File: config.mk
export PLATFORM = sky130hd
export DESIGN_NAME = mem_lsu
export DESIGN_NICKNAME = d
export VERILOG_FILES = /design/src/rtl/mem_lsu.sv
export SDC_FILE = /design/constraint.sdc
export NUM_CORES = 1
export LEC_CHECK = 0
export CAP_MARGIN = 30
export CORE_MARGIN = 4
export CORE_UTILIZATION = 35
export CTS_CLUSTER_DIAMETER = 100
export DETAILED_ROUTE_END_ITERATION = 6
export SETUP_SLACK_MARGIN = 0.02
export SYNTH_ARGS = -nofsm -noshare
export SYNTH_HDL_FRONTEND = slang
export SYNTH_SLANG_ARGS = --single-unit
export TNS_END_PERCENT = 100
File: constraint.sdc
create_clock -name clk -period 5.61 [get_ports clk]
set_input_delay 0.561 -clock clk [delete_from_list [all_inputs] [get_ports clk]]
set_output_delay 0.561 -clock clk [all_outputs]
set_load 0.03 [all_outputs]
File: src/rtl/mem_lsu.sv
// mem_lsu: sequential load/store unit. Takes one load or store per request
// handshake, splits it into bus-word beats on a wait-stateable req/ack RAM
// port, and returns the extended write-back value with a one-cycle pulse.
//
// Handshakes:
//   Request side: a request is taken on a rising edge where
//   req_valid_i && req_ready_o. req_ready_o is high only in IDLE, so
//   req_valid_i is ignored while an access is in flight.
//   Bus side: while mem_req_o is high, mem_addr_o/mem_sel_o/mem_wdata_o/
//   mem_we_o stay stable until a rising edge samples mem_ack_i high. That
//   edge completes the beat, and the next beat's fields appear in the
//   following cycle with mem_req_o still high. mem_ack_i is ignored
//   outside ACCESS.
module mem_lsu #(
  parameter int BUS_BYTES   = 4,
  parameter int BIG_ENDIAN  = 1,
  parameter int MISALIGN_OK = 1
) (
  input  logic                   clk,
  input  logic                   rst,
  input  logic                   req_valid_i,
  output logic                   req_ready_o,
  input  logic                   store_i,
  input  logic [2:0]             func3_i,
  input  logic [31:0]            addr_i,
  input  logic [31:0]            wdata_i,
  input  logic [4:0]             wd_i,
  output logic                   resp_valid_o,
  output logic                   err_o,
  output logic [4:0]             wd_o,
  output logic                   wreg_o,
  output logic [31:0]            wdata_o,
  output logic                   stall_o,
  output logic                   mem_req_o,
  output logic                   mem_we_o,
  output logic [31:0]            mem_addr_o,
  output logic [BUS_BYTES-1:0]   mem_sel_o,
  output logic [8*BUS_BYTES-1:0] mem_wdata_o,
  input  logic                   mem_ack_i,
  input  logic [8*BUS_BYTES-1:0] mem_rdata_i
);

  typedef enum logic [1:0] {
    ST_IDLE   = 2'd0,
    ST_ACCESS = 2'd1,
    ST_DONE   = 2'd2
  } state_t;

  localparam logic [31:0] OFF_MASK = 32'(BUS_BYTES - 1);
  localparam logic [2:0]  BB3      = 3'(BUS_BYTES);

  state_t      state_q, state_d;
  logic        store_q, store_d;
  logic        uns_q, uns_d;
  logic [31:0] addr_q, addr_d;
  logic [31:0] wdata_q, wdata_d;
  logic [4:0]  wd_q, wd_d;
  logic [2:0]  size_q, size_d;
  logic [2:0]  done_q, done_d;
  logic [31:0] asm_q, asm_d;
  logic        resp_valid_q, resp_valid_d;
  logic        err_q, err_d;
  logic        wreg_q, wreg_d;
  logic [4:0]  wd_out_q, wd_out_d;
  logic [31:0] result_q, result_d;

  // Request decode
  logic [2:0] req_size;
  logic       req_illegal;
  logic       req_misaligned;
  logic       req_err;

  // Current beat geometry
  logic [31:0]            beat_addr;
  logic [31:0]            beat_word;
  logic [2:0]             beat_off;
  logic [2:0]             beat_room;
  logic [2:0]             beat_left;
  logic [2:0]             beat_cnt;
  logic                   last_beat;
  logic [2:0]             lane_off;
  logic [2:0]             byte_idx;
  logic [1:0]             val_pos;
  logic [BUS_BYTES-1:0]   lane_sel;
  logic [1:0]             lane_pos [BUS_BYTES];
  logic [8*BUS_BYTES-1:0] lane_wdata;
  logic                   in_access;

  // Sign or zero extension of the assembled load value by access size
  function automatic logic [31:0] extend(input logic [31:0] v,
                                         input logic [2:0]  sz,
                                         input logic        uns);
    case (sz)
      3'd1:    return uns ? {24'h0, v[7:0]}  : {{24{v[7]}}, v[7:0]};
      3'd2:    return uns ? {16'h0, v[15:0]} : {{16{v[15]}}, v[15:0]};
      default: return v;
    endcase
  endfunction

  // Size, legality and alignment of the incoming request
  always_comb begin
    case (func3_i[1:0])
      2'b00:   req_size = 3'd1;
      2'b01:   req_size = 3'd2;
      default: req_size = 3'd4;
    endcase
    // Loads allow 000/001/010/100/101, stores only 000/001/010
    req_illegal    = (func3_i[1:0] == 2'b11) ||
                     (store_i && func3_i[2]) ||
                     (!store_i && func3_i[2] && func3_i[1]);
    req_misaligned = (addr_i[1:0] & (req_size[1:0] - 2'd1)) != 2'd0;
    req_err        = req_illegal || ((MISALIGN_OK == 0) && req_misaligned);
  end

  // Beat k covers the remaining bytes that fall in the current bus word;
  // map each lane to its byte position within the value
  always_comb begin
    beat_addr  = addr_q + 32'(done_q);
    beat_word  = beat_addr & ~OFF_MASK;
    beat_off   = 3'(beat_addr & OFF_MASK);
    beat_room  = BB3 - beat_off;
    beat_left  = size_q - done_q;
    beat_cnt   = (beat_left < beat_room) ? beat_left : beat_room;
    last_beat  = (done_q + beat_cnt) == size_q;
    lane_off   = '0;
    byte_idx   = '0;
    val_pos    = '0;
    lane_sel   = '0;
    lane_wdata = '0;
    lane_pos   = '{default: 2'b00};
    for (int l = 0; l < BUS_BYTES; l++) begin
      lane_off = (BIG_ENDIAN != 0) ? 3'(BUS_BYTES - 1 - l) : 3'(l);
      if ((lane_off >= beat_off) && (lane_off < (beat_off + beat_cnt))) begin
        byte_idx      = done_q + lane_off - beat_off;
        val_pos       = (BIG_ENDIAN != 0) ? 2'(size_q - 3'd1 - byte_idx) : byte_idx[1:0];
        lane_sel[l]   = 1'b1;
        lane_pos[l]   = val_pos;
        lane_wdata[8*l +: 8] = wdata_q[{val_pos, 3'b000} +: 8];
      end
    end
  end

  // Next-state and capture logic for the access FSM
  always_comb begin
    state_d      = state_q;
    store_d      = store_q;
    uns_d        = uns_q;
    addr_d       = addr_q;
    wdata_d      = wdata_q;
    wd_d         = wd_q;
    size_d       = size_q;
    done_d       = done_q;
    asm_d        = asm_q;
    wd_out_d     = wd_out_q;
    result_d     = result_q;
    resp_valid_d = 1'b0;
    err_d        = 1'b0;
    wreg_d       = 1'b0;
    case (state_q)
      ST_IDLE: begin
        if (req_valid_i) begin
          store_d = store_i;
          uns_d   = func3_i[2];
          addr_d  = addr_i;
          wdata_d = wdata_i;
          wd_d    = wd_i;
          size_d  = req_size;
          done_d  = 3'd0;
          asm_d   = 32'h0;
          if (req_err) begin
            state_d      = ST_DONE;
            resp_valid_d = 1'b1;
            err_d        = 1'b1;
            wd_out_d     = wd_i;
            result_d     = 32'h0;
          end else begin
            state_d = ST_ACCESS;
          end
        end
      end
      ST_ACCESS: begin
        if (mem_ack_i) begin
          if (!store_q) begin
            for (int l = 0; l < BUS_BYTES; l++) begin
              if (lane_sel[l]) asm_d[{lane_pos[l], 3'b000} +: 8] = mem_rdata_i[8*l +: 8];
            end
          end
          done_d = done_q + beat_cnt;
          if (last_beat) begin
            state_d      = ST_DONE;
            resp_valid_d = 1'b1;
            wreg_d       = !store_q;
            wd_out_d     = wd_q;
            result_d     = store_q ? 32'h0 : extend(asm_d, size_q, uns_q);
          end
        end
      end
      ST_DONE: state_d = ST_IDLE;
      default: state_d = ST_IDLE;
    endcase
  end

  // State and registered outputs; async reset abandons any beat in flight
  always_ff @(posedge clk or negedge rst) begin
    if (!rst) begin
      state_q      <= ST_IDLE;
      store_q      <= 1'b0;
      uns_q        <= 1'b0;
      addr_q       <= 32'h0;
      wdata_q      <= 32'h0;
      wd_q         <= 5'h0;
      size_q       <= 3'd0;
      done_q       <= 3'd0;
      asm_q        <= 32'h0;
      resp_valid_q <= 1'b0;
      err_q        <= 1'b0;
      wreg_q       <= 1'b0;
      wd_out_q     <= 5'h0;
      result_q     <= 32'h0;
    end else begin
      state_q      <= state_d;
      store_q      <= store_d;
      uns_q        <= uns_d;
      addr_q       <= addr_d;
      wdata_q      <= wdata_d;
      wd_q         <= wd_d;
      size_q       <= size_d;
      done_q       <= done_d;
      asm_q        <= asm_d;
      resp_valid_q <= resp_valid_d;
      err_q        <= err_d;
      wreg_q       <= wreg_d;
      wd_out_q     <= wd_out_d;
      result_q     <= result_d;
    end
  end

  assign in_access    = (state_q == ST_ACCESS);
  assign req_ready_o  = (state_q == ST_IDLE);
  assign stall_o      = (state_q != ST_IDLE);
  assign resp_valid_o = resp_valid_q;
  assign err_o        = err_q;
  assign wreg_o       = wreg_q;
  assign wd_o         = wd_out_q;
  assign wdata_o      = result_q;
  assign mem_req_o    = in_access;
  assign mem_we_o     = in_access && store_q;
  assign mem_addr_o   = in_access ? beat_word : 32'h0;
  assign mem_sel_o    = in_access ? lane_sel : '0;
  assign mem_wdata_o  = (in_access && store_q) ? lane_wdata : '0;

endmodule

==> results of run 1 <==
[cells in the final DEF, fill, tap and decap left out, types with 26 or more instances in the layout]
cell,n
nand2_1,295
clkdlybuf4s50_1,203
dfrtp_1,150
buf_4,90
nor2_1,53
o21ai_0,53
inv_1,44
a22oi_1,43
a21oi_1,41
nor2b_1,36
mux4_2,32
and3_1,26
ha_1,26
[final timing paths]
kind	startpoint	end	cells past startpoint
worst max-delay path	addr_q[0]	wdata_o[28]	27
worst min-delay path	rst	asm_q[4]	1
worst max register to register	addr_q[0]	wdata_o[28]	27
worst min register to register	wdata_o[16]	wdata_o[16]	2
max in group asynchronous	rst	size_q[0]	2
min in group clk	wdata_o[16]	wdata_o[16]	2
[layer usage]
layer	vias to the layer above	routed length [um]	global-route usage [%]	share of wire, %
li1	4973	-	-	-
met1	5285	16800	30.8	42
met2	440	18800	37.4	47
met3	76	2980	4.76	7.5
met4	0	1030	7.27	2.6
met5	-	0	0	0
[logic make-up after synthesis]
| group | share of synthesized area [%] |
|---|---|
| xor gates and xnor gates | 3.40 |
| muxes | 8.10 |
| buffers and inverters | 4.23 |
| DFF | 35.1 |
| other | 0.0349 |
| adders and majority gates | 4.63 |
| and+or+nand+nor | 23.6 |
| AOI/OAI and AO/OA | 20.9 |
[through the flow]
| step | cells | TNS (ns) | area, um^2 | util (%) | hold slack, ns |
|---|---|---|---|---|---|
| 5_1_grt | 1893 | -0.00454 | 15000 | 50.2 | 0.102 |
| 6_report | 1893 | 0 | 15000 | 50.2 | 0.0722 |
| 4_1_cts | 1886 | 0 | 14600 | 48.8 | 0.0705 |
| 3_3_place_gp | 1847 | 0 | 13800 | 46.2 | 0.458 |
| 2_1_floorplan | 1237 | 0 | 10900 | - | 0.265 |
| 3_5_place_dp | 1850 | -0.986 | 13900 | 46.3 | 0.466 |
[final cells by class]
cell class	count	area [um^2]
repair buffers	303	2850
multi-input cells	973	7070
fillers	2888	14900
clock buffers	19	453
well taps	390	488
inverters	45	169
clock inverters	12	214
flip-flops and latches	151	3780
[critical path: cells and delay by family (launching register included)]
kind / cells / cell delay [ns]
fa+ha+maj: 7 / 1.93
compound gates: 10 / 2.02
simple gates: 4 / 0.38
buf+inv: 6 / 0.60
flops: 1 / 0.39
[what timing repair did]
action,CTS,global route
hold buffers,0,0
pin swaps,13,9
gates cloned,1,0
resized for setup,7,60
buffers inserted,4,6
setup endpoints to repair,16,55
[sequential cells by signal, summed over array words and instances, names as in the netlist]
register and flops:
wdata_o 32, wd_q 5, addr_q 32, wdata_q 32, store_q 1, wreg_o 1, done_q 3, resp_valid_o 1
uns_q 1, asm_q 32, size_q 3, state_q 2, wd_o 5, err_o 1
==> key figures, run 1 <==
Critical path
  – Critical path class: reg -> reg
  – WP data arrival: 5.76 ns
  – CP max FO: 8
  – Most Frequent Cell on Critical Path: ha_4
  – CP Launch Type: register
  – Crit end category: register
  – Reg-to-reg slack, setup: 0.20 ns
  – Worst path max stage delay: 0.51 ns
  – Slowest cell on crit path: fa_1
  – Worst Path Required: 5.95 ns

Drt
  – Number of nets with antenna violations after routing: 0
  – Post-Route WL: 39.6 mm
  – DRT Pass-1 Iters: 6
  – Vias per Instance: 5.69
  – DR iter-0 viols: 851
  – WL/cell: 20.9 um
  – Post-route DRC: 0
  – Vias: 10,800

STA
  – Slew @ Worst Pin: 0.823 ns
  – Setup repair after global routing missed its margin: yes
  – Final worst path period need: 5.41 ns
  – Slew margin rel.: 45.1%
  – Fin crit share: 96.5%
  – Fmax: 185 MHz
  – Final setup violation count: 0
  – PnR worst setup slack: 0.197 ns
  – Max Slew Vio Count: 0
  – Final hold violation count: 0
  – Clock skew: 0.00791 ns

Floorplanning
  – Die width: 183 um
  – Height of the die: 183 um
  – Io pins: 221
  – Die area: 0.0336 mm^2
  – Core Region: 0.0300 mm^2
  – Initial core utilization: 35.9%
  – Row Count: 63

Final layout
  – Share of cells above drive strength 1: 18.3%
  – P&R area growth vs syn: 39.7%
  – Final #Nets: 1,638
  – Ant diodes: 0

GRT
  – First-pass GRT wire length: 61.4 mm
  – Number of global-route vias before repair: 10,800
  – Initial antenna violation count: 0
  – Grt total ovfl: 0
  – GRT Overall Usage: 22.9%
  – Largest net degree at the start of global routing: 88

Synth
  – Post-synth EDFFs: 0
  – Number of synthesized register bits: 151
  – Synth Instances: 1,236
  – Synth unique cells: 74
  – Largest area contributor in the netlist: dfrtp_1
  – Main synth FF type: dfrtp_1
  – Ys Warns: 0
  – Cell with the most instances after synthesis: nand2_1
  – Synth Cell Area: 0.0108 mm^2
  – Area contributors post-synth: dfrtp_1, nand2_1, mux4_2, ha_1, a22oi_1
  – Synthesized area per cell: 8.70 um^2
  – Ys async rst share: 100%
  – Sequential element share of the synthesized area: 35.1%
  – Synth cell count leaders: nand2_1, dfrtp_1, nor2_1, clkbuf_1, o21ai_0
  – Post-synth top area share: 35.1%

Hold path
  – Hold Path Class: in -> async

Placement
  – GPL Wtd Cong: 0.928
  – DP HPWL: 28.2 mm
  – IO Port Bufs: 218
  – Worst slack, placed: -0.109 ns

Clock network
  – Clock buffer depth: 2
  – Root Buffer: clkbuf_16
  – Clk slew on worst S/H paths: 0.07 ns
  – H-tree levels: 4
  – CTS tree: done
  – Worst-Skew Late Latency: 0.43 ns
  – Cts bufs inserted: 17
  – Sink Count: 151

Run
  – Max Cap Viol: 0

Outcome
  – Outcome: finished, final reports clean
Power of run 1 is left out: the tool's default activity adds up to more than one toggle a clock period on the data nets, which glitch-free logic cannot reach.
==> run 2, diff against run 1 <==
--- a/config.mk
+++ b/config.mk
@@ -11,6 +11,7 @@
 export CTS_CLUSTER_DIAMETER = 100
 export DETAILED_ROUTE_END_ITERATION = 6
 export SETUP_SLACK_MARGIN = 0.02
+export SLEW_MARGIN = 20
 export SYNTH_ARGS = -nofsm -noshare
 export SYNTH_HDL_FRONTEND = slang
 export SYNTH_SLANG_ARGS = --single-unit
==> run 2 against run 1 <==
Against the previous run:
- die area is the same
- highest routed layer unchanged
- fmax shrank 1.5%
- hold slack gained 0.0030 ns
- global-route usage shrank 0.082 points
- setup slack lost 0.080 ns
- count of clock-buffer cells in the layout is the same
- non-clock buffer count grew 7
- largest cell class unchanged
==> key figures, run 2 (synthesis gave the netlist of run 1 again) <==
Drt
  – Vias: 10,800
  – Vias per Instance: 5.70
  – DRT Pass-1 Iters: 5
  – DR iter-0 viols: 830
  – Post-Route WL: 39.9 mm
  – Number of nets with antenna violations after routing: 0
  – WL/cell: 21.0 um
  – Post-route DRC: 0

Critical path
  – CP max FO: 8
  – Worst Path Required: 5.95 ns
  – Reg-to-reg slack, setup: 0.12 ns
  – Worst path max stage delay: 0.57 ns
  – Most Frequent Cell on Critical Path: ha_4
  – Reg2reg end: wdata_o[21]
  – Crit path depth: 27
  – Crit end category: register
  – CP Launch Type: register
  – Cell family contributing the most delay on the critical path: compound AO/OA/AOI/OAI gates
  – WP buf/inv: 6
  – Worst R2R Path Depth: 27
  – FF-to-FF Start: done_q[0]
  – WP data arrival: 5.83 ns
  – Critical path class: reg -> reg
  – Slowest cell on crit path: fa_1
  – Crit path from: done_q[0]
  – Setup crit end: wdata_o[21]

Floorplanning
  – Io pins: 221
  – Die area: 0.0336 mm^2
  – Die width: 183 um
  – Height of the die: 183 um
  – Row Count: 63
  – Core Region: 0.0300 mm^2
  – Initial core utilization: 35.9%

Final layout
  – P&R area growth vs syn: 40.7%
  – Fin cells: 1,901
  – Ant diodes: 0
  – Commonest non-fill, non-tap cell in the layout: nand2_1
  – Most frequent cells in the layout: nand2_1, clkdlybuf4s50_1, dfrtp_1, buf_4, nor2_1
  – Design area: 0.0151 mm^2
  – Share of cells above drive strength 1: 19.2%
  – Fillers: 2,855
  – Final #Nets: 1,645

GRT
  – GRT Overall Usage: 22.9%
  – Grt total ovfl: 0
  – First-pass GRT wire length: 61.1 mm
  – Largest net degree at the start of global routing: 88
  – Number of global-route vias before repair: 10,800
  – Initial antenna violation count: 0

Placement
  – Placed insts: 1,850
  – Placed cell area: 0.0139 mm^2
  – DP HPWL: 28.2 mm
  – GPL Wtd Cong: 0.928
  – IO Port Bufs: 218

Clock network
  – H-tree levels: 4
  – Root Buffer: clkbuf_16
  – Sink Count: 151
  – Clk slew on worst S/H paths: 0.07 ns
  – CTS tree: done
  – Cts bufs inserted: 17
  – Clock buffer depth: 2
  – Hold Buf Count CTS: 0
  – Worst-Skew Late Latency: 0.43 ns

STA
  – Setup repair after global routing missed its margin: yes
  – Slew @ Worst Pin: 0.849 ns
  – Final worst path period need: 5.49 ns
  – Final setup violation count: 0
  – Fin crit share: 97.9%
  – Final hold violation count: 0
  – Fmax: 182 MHz
  – Max Slew Vio Count: 0
  – TNS Setup: 0 ns
  – Clock skew: 0.00942 ns
  – Slew margin rel.: 43.4%

Outcome
  – Outcome: finished, final reports clean

Hold path
  – Hold Path Class: in -> async

Run
  – Max Cap Viol: 0
run 2: metal layers:
metal	share of wire (%)	track usage, %	vias up
li1	-	-	4995
met1	42	30.9	5249
met2	47	37.3	508
met3	8.3	4.52	75
met4	2.7	6.85	0
met5	0	0	-
run 2: what timing repair did:
item,4_1_cts,5_1_grt
buffers inserted,3,16
gates cloned,1,0
pin swaps,14,35
resized for setup,7,80
endpoints found under the setup margin,16,55
run 2: worst reg2reg max path, stage by stage, from the launching register on:
cell	delay [ns]
dfrtp_2	0.39
ha_4	0.14
inv_2	0.03
fa_1	0.57
inv_2	0.06
ha_4	0.25
inv_2	0.04
ha_4	0.26
nand2b_4	0.08
a21o_4	0.25
nor2_4	0.13
a21oi_4	0.05
ha_4	0.17
ha_4	0.29
a211oi_4	0.07
a221oi_2	0.31
inv_1	0.11
a2111o_1	0.44
buf_6	0.17
ha_4	0.16
nor2_4	0.13
nand3_2	0.11
a21oi_2	0.16
a31oi_2	0.13
a31oi_4	0.35
a31oi_4	0.14
buf_12	0.18
o31ai_4	0.21
run 2: cell type report:
cell class / instances / area, um^2 / area share [%]
well taps: 390 / 488 / 3.22
repair buffers: 310 / 2910 / 19.2
multi-input cells: 973 / 7160 / 47.3
inverters: 45 / 169 / 1.12
flip-flops and latches: 151 / 3780 / 25.0
clock buffers: 19 / 453 / 2.99
clock inverters: 13 / 168 / 1.11
run 2: through the flow:
step	setup WS (ns)	utilization, %	hold WS [ns]
after floorplan	0.0325	-	0.265
after global placement	0.0384	46.2	0.458
after detailed placement	-0.131	46.3	0.466
after CTS	0.0408	48.6	0.0732
after global routing	-0.160	50.5	0.104
final	0.117	50.5	0.0751
run 2: how the worst min path moves through the flow:
stage | start | cells after the start | to | slack (ns)
6_report | rst | 1 | asm_q[5] | 0.08
5_1_grt | rst | 1 | wdata_o[4] | 0.10
4_1_cts | rst | 1 | asm_q[5] | 0.07
3_5_place_dp | wd_q[4] | 2 | wd_q[4] | 0.47
3_3_place_gp | wd_q[2] | 2 | wd_q[2] | 0.46
2_1_floorplan | rst | 0 | addr_q[0] | 0.27
Power of run 2 is left out for the same reason.
==> run 3, diff against run 2 <==
--- a/config.mk
+++ b/config.mk
@@ -6,6 +6,7 @@
 export NUM_CORES = 1
 export LEC_CHECK = 0
 export CAP_MARGIN = 30
+export CORE_ASPECT_RATIO = 0.6
 export CORE_MARGIN = 4
 export CORE_UTILIZATION = 35
 export CTS_CLUSTER_DIAMETER = 100
==> run 3 against run 2 <==
Against the previous run:
- the run now ends with design-rule violations left
- critical path depth fell by 2
- utilization shrank 0.28 points
- register-to-register slack worse by 0.09 ns
- first-iteration DRC count up 15%
- largest cell class unchanged
==> key figures, run 3 (synthesis gave the netlist of run 1 again) <==
Outcome
  – Outcome: finished, violations left
  – Violated checks: design-rule violations

GRT
  – Number of global-route vias before repair: 10,400
  – GRT Overall Usage: 24.0%
  – Largest net degree at the start of global routing: 78
  – Grt total ovfl: 0
  – Initial antenna violation count: 0
  – First-pass GRT wire length: 61.9 mm

Run
  – Max Cap Viol: 0

Clock network
  – Worst-Skew Late Latency: 0.44 ns
  – Root Buffer: clkbuf_16
  – Cts bufs inserted: 17
  – H-tree levels: 4
  – Clk slew on worst S/H paths: 0.07 ns
  – Clock buffer depth: 2
  – CTS tree: done
  – Hold Buf Count CTS: 0
  – Sink Count: 151

Final layout
  – P&R area growth vs syn: 40.6%
  – Commonest non-fill, non-tap cell in the layout: nand2_1
  – Most frequent cells in the layout: nand2_1, clkdlybuf4s50_1, dfrtp_1, buf_4, nor2_1
  – Share of cells above drive strength 1: 19.0%
  – Fin cells: 1,916
  – Final #Nets: 1,643

STA
  – Slew @ Worst Pin: 0.959 ns
  – Slew margin rel.: 36.1%
  – Fmax: 179 MHz
  – Setup repair after global routing missed its margin: yes
  – Final worst path period need: 5.58 ns
  – Final hold violation count: 0
  – Fin crit share: 99.5%
  – Final setup violation count: 0
  – Max Slew Vio Count: 0
  – TNS Setup: 0 ns
  – Clock skew: 0.0113 ns

Critical path
  – Worst Path Required: 5.96 ns
  – CP max FO: 8
  – Worst R2R Path Depth: 25
  – Reg2reg end: wdata_o[19]
  – Critical path class: reg -> reg
  – Crit path from: addr_q[0]
  – WP data arrival: 5.93 ns
  – FF-to-FF Start: addr_q[0]
  – Reg-to-reg slack, setup: 0.03 ns
  – CP Launch Type: register
  – Setup crit end: wdata_o[19]
  – Crit end category: register

Drt
  – Vias per Instance: 5.67
  – Top layer in use: met4
  – Post-route DRC: 23
  – M1 WL: 19.8 mm
  – WL/cell: 21.8 um
  – Post-Route WL: 41.7 mm
  – DR iter-0 viols: 955
  – Vias: 10,900
  – Number of nets with antenna violations after routing: 0
  – Met3 wire len: 4.54 mm
  – Metal2 WL: 17.0 mm
  – DRT Pass-1 Iters: 7

Floorplanning
  – Row Count: 49
  – Die area: 0.0337 mm^2
  – Die width: 234 um
  – Core Region: 0.0301 mm^2
  – Height of the die: 144 um
  – Io pins: 221
  – Initial core utilization: 35.7%

Placement
  – Placed insts: 1,864
  – GPL Wtd Cong: 0.951
  – DP HPWL: 30.1 mm
  – IO Port Bufs: 218

Hold path
  – Hold Path Class: in -> async
run 3: layer usage:
layer | vias to the layer above | track usage, %
li1 | 4994 | -
met3 | 43 | 8.26
met5 | - | 0
met4 | 0 | 5.22
met2 | 552 | 32.1
met1 | 5283 | 36.8
run 3: stage by stage:
stage,hold slack (ns),area [um^2],utilization [%],setup WS [ns]
2_1_floorplan,0.265,10900,-,0.0325
5_1_grt,0.0998,15100,50.2,-0.106
3_5_place_dp,0.463,13900,46.1,-0.0262
6_report,0.0749,15100,50.2,0.0293
4_1_cts,0.0780,14500,48.2,0.00434
3_3_place_gp,0.459,13900,46.1,0.0191
run 3: worst min-delay path by stage:
stage                       start     endpoint  slack, ns  depth (start not counted)
final                         rst  wdata_q[12]       0.07                          1
after CTS                     rst  wdata_q[12]       0.08                          1
after global routing          rst  wdata_q[12]        0.1                          1
after floorplan               rst    addr_q[0]       0.27                          0
after global placement    wd_q[4]      wd_q[4]       0.46                          2
after detailed placement  wd_q[1]      wd_q[1]       0.46                          2
run 3: cell type report:
type | instances | area [um^2]
tap | 408 | 510
antenna | 1 | 2.50
inverter | 45 | 171
clock buffer | 18 | 429
sequential | 151 | 3780
clock inverter | 12 | 169
multi-input combinational | 972 | 7140
fill | 2876 | 15000
timing repair buffer | 309 | 2920
run 3: repair_timing:
item / 4_1_cts / 5_1_grt
endpoints found under the hold margin: 0 / 0
setup buffers: 1 / 17
pin swaps: 0 / 21
cloned: 0 / 1
endpoints found under the setup margin: 21 / 63
resized for setup: 7 / 82
run 3: worst max-delay path, stage by stage (launching register included):
cell	delay, ns
dfrtp_1	0.39
ha_4	0.15
inv_2	0.03
fa_2	0.56
inv_2	0.07
ha_4	0.27
inv_4	0.04
ha_4	0.26
nand2b_4	0.07
a211o_4	0.36
o21ai_4	0.09
xnor2_2	0.11
ha_4	0.20
a221oi_4	0.31
xnor2_4	0.20
nand2b_4	0.11
ha_4	0.18
and2_4	0.15
a221oi_4	0.32
nand4_1	0.21
a221o_1	0.42
a31oi_4	0.26
a31oi_4	0.13
buf_12	0.16
clkbuf_16	0.17
o31ai_2	0.23
Power of run 3 is left out for the same reason.
